$ cat src/rtl/id_fetch_queue.sv
// ---------------------------------------------------------------------------
// id_fetch_queue
//
// Instruction queue between the IF and ID pipeline stages. It buffers
// instruction/PC pairs behind a valid/ready handshake. Each entry is
// pre-classified at enqueue time, so decode can drive the immediate
// generator's type select and its In[31:7] input straight from the head.
// Decode stalls are absorbed until the queue is full. A flush (branch/jump
// redirect) discards everything.
//
// Ports
//   clk          pipeline clock, rising edge
//   rst_n        asynchronous active-low reset
//   flush        synchronous clear; wins over push and pop in the same cycle
//   if_valid     fetch presents if_instr / if_pc
//   if_instr     fetched instruction word
//   if_pc        PC of if_instr
//   if_ready     queue accepts an entry this cycle (registered state only)
//   id_valid     head entry is valid
//   id_instr     head instruction (NOP when empty)
//   id_pc        head PC (0 when empty)
//   id_imm_type  immediate encoding of head (ITYPE when empty, 7 if illegal)
//   id_illegal   head opcode is not in the supported set
//   id_ready     decode consumes the head this cycle
//   count        current occupancy, 0..DEPTH
// ---------------------------------------------------------------------------
module id_fetch_queue #(
  parameter int unsigned DEPTH = 4  // power of two, >= 2
) (
  input  logic                     clk,
  input  logic                     rst_n,
  input  logic                     flush,
  input  logic                     if_valid,
  input  logic [31:0]              if_instr,
  input  logic [31:0]              if_pc,
  output logic                     if_ready,
  output logic                     id_valid,
  output logic [31:0]              id_instr,
  output logic [31:0]              id_pc,
  output logic [2:0]               id_imm_type,
  output logic                     id_illegal,
  input  logic                     id_ready,
  output logic [$clog2(DEPTH):0]   count
);

  localparam int unsigned PTR_W = $clog2(DEPTH);
  localparam int unsigned CNT_W = PTR_W + 1;

  typedef enum logic [2:0] {
    IMM_R   = 3'd0,
    IMM_I   = 3'd1,
    IMM_S   = 3'd2,
    IMM_B   = 3'd3,
    IMM_U   = 3'd4,
    IMM_J   = 3'd5,
    IMM_BAD = 3'd7
  } imm_type_e;

  typedef struct packed {
    logic [31:0] instr;
    logic [31:0] pc;
    imm_type_e   imm_type;
    logic        illegal;
  } entry_t;

  localparam logic [31:0] NOP = 32'h0000_0013;

  // -------------------------------------------------------------------------
  // State
  // -------------------------------------------------------------------------
  entry_t             mem_q [DEPTH];
  logic [PTR_W-1:0]   wr_ptr_q, wr_ptr_d;
  logic [PTR_W-1:0]   rd_ptr_q, rd_ptr_d;
  logic [CNT_W-1:0]   count_q,  count_d;

  logic   push;
  logic   pop;
  entry_t wr_entry;
  entry_t head;

  // Ready/valid come from the occupancy register only, so if_ready never
  // combinationally depends on id_ready (a full queue refuses a push even
  // when a pop happens in the same cycle).
  assign if_ready = (count_q != CNT_W'(DEPTH));
  assign id_valid = (count_q != '0);
  assign count    = count_q;

  assign push = if_valid && if_ready;
  assign pop  = id_valid && id_ready;

  // -------------------------------------------------------------------------
  // Enqueue-time classification of the RISC-V immediate encoding
  // -------------------------------------------------------------------------
  always_comb begin
    // NOTE: every signal written here gets a default first so that no
    // opcode path can leave it unassigned and infer a latch.
    wr_entry          = '0;
    wr_entry.instr    = if_instr;
    wr_entry.pc       = if_pc;
    wr_entry.imm_type = IMM_I;
    wr_entry.illegal  = 1'b0;
    case (if_instr[6:0])
      7'b0110011:                         wr_entry.imm_type = IMM_R;  // OP
      7'b0010011, 7'b0000011, 7'b1100111: wr_entry.imm_type = IMM_I;  // OP-IMM, LOAD, JALR
      7'b0100011:                         wr_entry.imm_type = IMM_S;  // STORE
      7'b1100011:                         wr_entry.imm_type = IMM_B;  // BRANCH
      7'b0110111, 7'b0010111:             wr_entry.imm_type = IMM_U;  // LUI, AUIPC
      7'b1101111:                         wr_entry.imm_type = IMM_J;  // JAL
      default: begin
        wr_entry.imm_type = IMM_BAD;
        wr_entry.illegal  = 1'b1;
      end
    endcase
  end

  // -------------------------------------------------------------------------
  // Pointer / occupancy next state. Flush drops any push and pop.
  // -------------------------------------------------------------------------
  always_comb begin
    wr_ptr_d = wr_ptr_q;
    rd_ptr_d = rd_ptr_q;
    count_d  = count_q;
    if (flush) begin
      wr_ptr_d = '0;
      rd_ptr_d = '0;
      count_d  = '0;
    end else begin
      // Pointers wrap for free because DEPTH is a power of two.
      if (push) wr_ptr_d = wr_ptr_q + PTR_W'(1);
      if (pop)  rd_ptr_d = rd_ptr_q + PTR_W'(1);
      case ({push, pop})
        2'b10:   count_d = count_q + CNT_W'(1);
        2'b01:   count_d = count_q - CNT_W'(1);
        default: count_d = count_q;
      endcase
    end
  end

  // NOTE: sequential state uses non-blocking assignments so every register
  // samples the pre-edge value of every other register.
  always_ff @(posedge clk or negedge rst_n) begin
    if (!rst_n) begin
      wr_ptr_q <= '0;
      rd_ptr_q <= '0;
      count_q  <= '0;
    end else begin
      wr_ptr_q <= wr_ptr_d;
      rd_ptr_q <= rd_ptr_d;
      count_q  <= count_d;
    end
  end

  // NOTE: entry storage is deliberately not reset; an empty queue forces the
  // head outputs, so stale data is never observable and the array can map
  // onto plain flops or RAM without a reset network.
  always_ff @(posedge clk) begin
    if (push && !flush) begin
      mem_q[wr_ptr_q] <= wr_entry;
    end
  end

  // -------------------------------------------------------------------------
  // Head outputs: combinational read of registered storage, fixed when empty
  // -------------------------------------------------------------------------
  assign head = mem_q[rd_ptr_q];

  always_comb begin
    if (id_valid) begin
      id_instr    = head.instr;
      id_pc       = head.pc;
      id_imm_type = head.imm_type;
      id_illegal  = head.illegal;
    end else begin
      id_instr    = NOP;
      id_pc       = '0;
      id_imm_type = IMM_I;
      id_illegal  = 1'b0;
    end
  end

endmodule

$ cat config.mk
export PLATFORM = sky130hd
export DESIGN_NAME = id_fetch_queue
export DESIGN_NICKNAME = d
export VERILOG_FILES = /design/src/rtl/id_fetch_queue.sv
export SDC_FILE = /design/constraint.sdc
export NUM_CORES = 1
export LEC_CHECK = 0
export BUFFER_PORTS_ARGS = -buffer_cell sky130_fd_sc_hd__clkbuf_2
export CORE_AREA = 2 2 152 154
export CTS_CLUSTER_DIAMETER = 50
export DETAILED_ROUTE_END_ITERATION = 12
export DIE_AREA = 0 0 154 156
export PLACE_DENSITY = 0.69
export SETUP_SLACK_MARGIN = 0.5
export SLEW_MARGIN = 20
export SYNTH_ARGS = -nofsm -noshare
export SYNTH_HDL_FRONTEND = slang
export SYNTH_SLANG_ARGS = --single-unit
$ cat constraint.sdc
create_clock -name clk -period 7.1 [get_ports clk]
set_clock_uncertainty 0.2 [all_clocks]
set_input_delay 0 -clock clk [delete_from_list [all_inputs] [get_ports clk]]
set_output_delay 0 -clock clk [all_outputs]
set_load 0.005 [all_outputs]
==> results.py <==
metrics = {
    "placed_design": {
        "port_buffers": 141,
        "detailed_place_hpwl_um": 11000,
        "place_congestion": 0.786,
    },
    "detailed_routing": {
        "route.antenna.remaining_nets": 0,
        "viasPerCell": 5.39,
        "routed-via-count": 5615,
        "detail_route.iter0.violations": 310,
        "drt_wl_total_um": 20800,
        "route.detailed.wl_per_inst_um": 20.0,
        "detail_route.first_pass.iterations": 4,
        "remaining_drc_errors": 0,
    },
    "die": {
        "num_rows": 55,
        "pin_count": 142,
        "fp.dieW_um": 154,
        "initial_core_util": 0.491,
        "floorplan.die.height_um": 156,
        "floorplan.die_area_sq_mm": 0.0240,
        "floorplan.core_area_sq_mm": 0.0224,
    },
    "pwr": {
        "p_switching_uw": 968,
        "power.share.combinational": 0.162,
        "power.density_cell_area_mw_per_mm2": 295,
        "vdd_ir_drop_max_uv": 194,
        "power.leakage_uw": 0.00465,
        "pwr-share-clk": 0.358,
        "switching_share": 0.241,
        "intPower_uw": 3040,
        "sequentialPowerShare": 0.480,
    },
    "layout": {
        "antenna_cells": 0,
        "design.final.nets": 809,
        "drive_above_1_share": 0.337,
        "area_growth_pct": 23.7,
        "final_core_util": 0.607,
    },
    "sta": {
        "grt_setup_unrepaired": "false",
        "final-hold-violation-count": 0,
        "hold-worst-slack_ns": 0.0184,
        "relSlewSlack": 0.269,
        "finalSetupViolations": 0,
        "slew_at_the_pin_closest_to_its_max_slew_limit_ns": 1.10,
        "final_min_period_over_clock_period": 0.503,
        "report.final.slew_viol_count": 0,
        "fin_setup_tns_ns": 0,
        "max_freq_mhz": 280,
        "post-route-min-period_ns": 3.57,
    },
    "cts": {
        "cts.path.max_buffers": 3,
        "cts.root.buffer_cell": "sky130_fd_sc_hd__clkbuf_16",
        "cts_max_level": 1,
        "cts_setup_buffers": 0,
        "ctsResizeCount": 0,
        "cts-buffers-inserted": 29,
        "insertion_delay_ns": 0.53,
        "cts_num_sinks": 279,
        "clkSlewWorstSetupHoldPaths_ns": 0.06,
        "clock_tree_from_tritoncts": "done",
    },
    "critical_path": {
        "worst_setup_path_start_kind": "flip-flop",
        "endpoint_kind": "flip-flop",
        "wp_data_required_ns": 7.33,
        "critical_path_peak_fanout": 66,
        "timing.critical_path.arrival_ns": 3.80,
        "critPathKind": "reg2reg",
    },
    "synth": {
        "synth-edff-count": 272,
        "syn_nets": 589,
        "synth.area.top_cells": "sky130_fd_sc_hd__edfxtp_1, sky130_fd_sc_hd__mux4_2, sky130_fd_sc_hd__and2_1, sky130_fd_sc_hd__mux4_1, sky130_fd_sc_hd__dfrtp_1",
        "synth_area_per_cell_sq_um": 21.3,
        "netlist-cell-type-count": 42,
        "synth_async_sr_flop_share": 0.0251,
        "syn_warnings": 0,
        "post-synth-top-area-fraction": 0.744,
        "synth_seq_area_share": 0.760,
        "synthesized_instance_count": 515,
        "yosys_register_bits": 279,
        "yosys.area.top_type": "sky130_fd_sc_hd__edfxtp_1",
        "synth_area_sq_mm": 0.0110,
        "ys.flop_type": "sky130_fd_sc_hd__edfxtp_1",
    },
    "worst_hold_path": {
        "holdCritPathClass": "in2reg",
    },
    "grt": {
        "grt_use_total": 0.176,
        "maximum_number_of_pins_on_one_net_before_global_route_repair": 70,
        "grt_pass1_wl_um": 32900,
        "overflow": 0,
        "vias_in_the_first_global_route": 6211,
        "antenna_found_initial": 0,
    },
    "run_status": {
        "outcome": "finished, final reports clean",
    },
    "job": {
        "max_cap_violations": 0,
    },
}
==> final timing paths <==
path,start,endpoint,slack (ns),cells after the start
max in group asynchronous,rst_n,rd_ptr_q[0],6.18,3
min,if_pc[18],mem_q[1][22],0.02,2
min reg2reg,wr_ptr_q[1],wr_ptr_q[1],0.43,2
max reg2reg,count[0],count[1],3.53,6
max,count[0],count[1],3.53,6
min in group asynchronous,rst_n,count[1],0.23,3
==> layer usage <==
layer	up-vias	track usage	share of wire
li1	2534	-	-
met1	2888	0.213	0.40
met2	154	0.326	0.53
met3	39	0.0272	0.037
met4	0	0.0583	0.025
met5	-	0	0
==> Yosys cell counts (2+ instances only) <==
library cell,number
sky130_fd_sc_hd__edfxtp_1,272
sky130_fd_sc_hd__and2_1,69
sky130_fd_sc_hd__mux4_2,60
sky130_fd_sc_hd__clkbuf_1,12
sky130_fd_sc_hd__buf_2,8
sky130_fd_sc_hd__mux4_1,8
sky130_fd_sc_hd__buf_6,7
sky130_fd_sc_hd__dfrtp_1,7
sky130_fd_sc_hd__inv_1,7
sky130_fd_sc_hd__nand2b_1,6
sky130_fd_sc_hd__nor2_1,6
sky130_fd_sc_hd__a21oi_1,5
sky130_fd_sc_hd__o21ai_0,5
sky130_fd_sc_hd__ha_1,4
sky130_fd_sc_hd__nand3_1,4
sky130_fd_sc_hd__or2_1,4
sky130_fd_sc_hd__nand3b_1,2
sky130_fd_sc_hd__nor3_1,2
sky130_fd_sc_hd__nor3b_1,2
sky130_fd_sc_hd__o22ai_1,2
sky130_fd_sc_hd__xor2_1,2
==> placed cells by master, fill, tap and decap left out, types with 6 or more instances in the layout <==
master | netlist | routed
sky130_fd_sc_hd__mux4_1 | 8 | 8
sky130_fd_sc_hd__inv_1 | 7 | 6
sky130_fd_sc_hd__and2_1 | 69 | 65
sky130_fd_sc_hd__clkbuf_2 | 0 | 141
sky130_fd_sc_hd__nor2_1 | 6 | 6
sky130_fd_sc_hd__clkbuf_16 | 0 | 29
sky130_fd_sc_hd__nand2b_1 | 6 | 6
sky130_fd_sc_hd__edfxtp_1 | 272 | 272
sky130_fd_sc_hd__dlygate4sd3_1 | 0 | 75
sky130_fd_sc_hd__clkinvlp_4 | 0 | 7
sky130_fd_sc_hd__clkinv_1 | 0 | 6
sky130_fd_sc_hd__mux4_2 | 60 | 60
==> layout make-up <==
cell class / instances / area [sq um]
Inverter: 7 / 27.5
Multi-Input combinational cell: 200 / 2440
Tap cell: 285 / 357
Clock buffer: 32 / 737
Sequential cell: 279 / 8350
Clock inverter: 21 / 176
Timing Repair Buffer: 218 / 1500
Fill cell: 1669 / 8780
==> cells by family (layout without fill, tap and decap cells) <==
group | count (synthesis) | count (layout) | share of synthesized area
XOR/XNOR | 3 | 3 | 0.00239
flip-flops | 279 | 279 | 0.760
AND/OR/NAND/NOR | 102 | 102 | 0.0570
AO/OA/AOI/OAI | 21 | 21 | 0.0122
buffers and inverters | 36 | 278 | 0.0190
multiplexers | 69 | 69 | 0.143
adder cells (fa/ha/maj) | 5 | 5 | 0.00638
==> metrics by stage <==
step | instances | setup WS (ns) | cell area, sq um | power [uW]
2_1_floorplan | 515 | 3.80 | 11000 | 2350
3_3_place_gp | 913 | 4.11 | 11900 | 2570
4_1_cts | 1041 | 3.70 | 13500 | 4050
3_5_place_dp | 913 | 3.93 | 11900 | 2590
5_1_grt | 1042 | 3.14 | 13600 | 4180
6_report | 1042 | 3.53 | 13600 | 4010
==> registers in the layout (all words and copies together), names as in the netlist <==
register and cells:
mem_q 272, wr_ptr_q 2, count 3, rd_ptr_q 2
==> repair_timing <==
item,in CTS,in global routing
endpoints found under the setup margin,0,0
hold buffers,75,0
hold endpoints to repair,286,0
==> power groups by stage <==
stage,logic (uW),clock network (uW),registers (uW)
after floorplan,430,0,1920
after global placement,615,0,1960
after detailed placement,626,0,1960
after CTS,661,1470,1930
after global routing,722,1520,1930
final,650,1430,1920
==> worst max-delay path, cell delays in order, from the launching register on <==
cell and delay (ns):
sky130_fd_sc_hd__dfrtp_1 0.55, sky130_fd_sc_hd__nor3_1 0.45, sky130_fd_sc_hd__clkinv_2 0.83, sky130_fd_sc_hd__and3_1 0.50, sky130_fd_sc_hd__fa_1 0.53, sky130_fd_sc_hd__a31oi_1 0.09, sky130_fd_sc_hd__nor4_1 0.30
No activity file was read; power rests on OpenSTA's default activity.
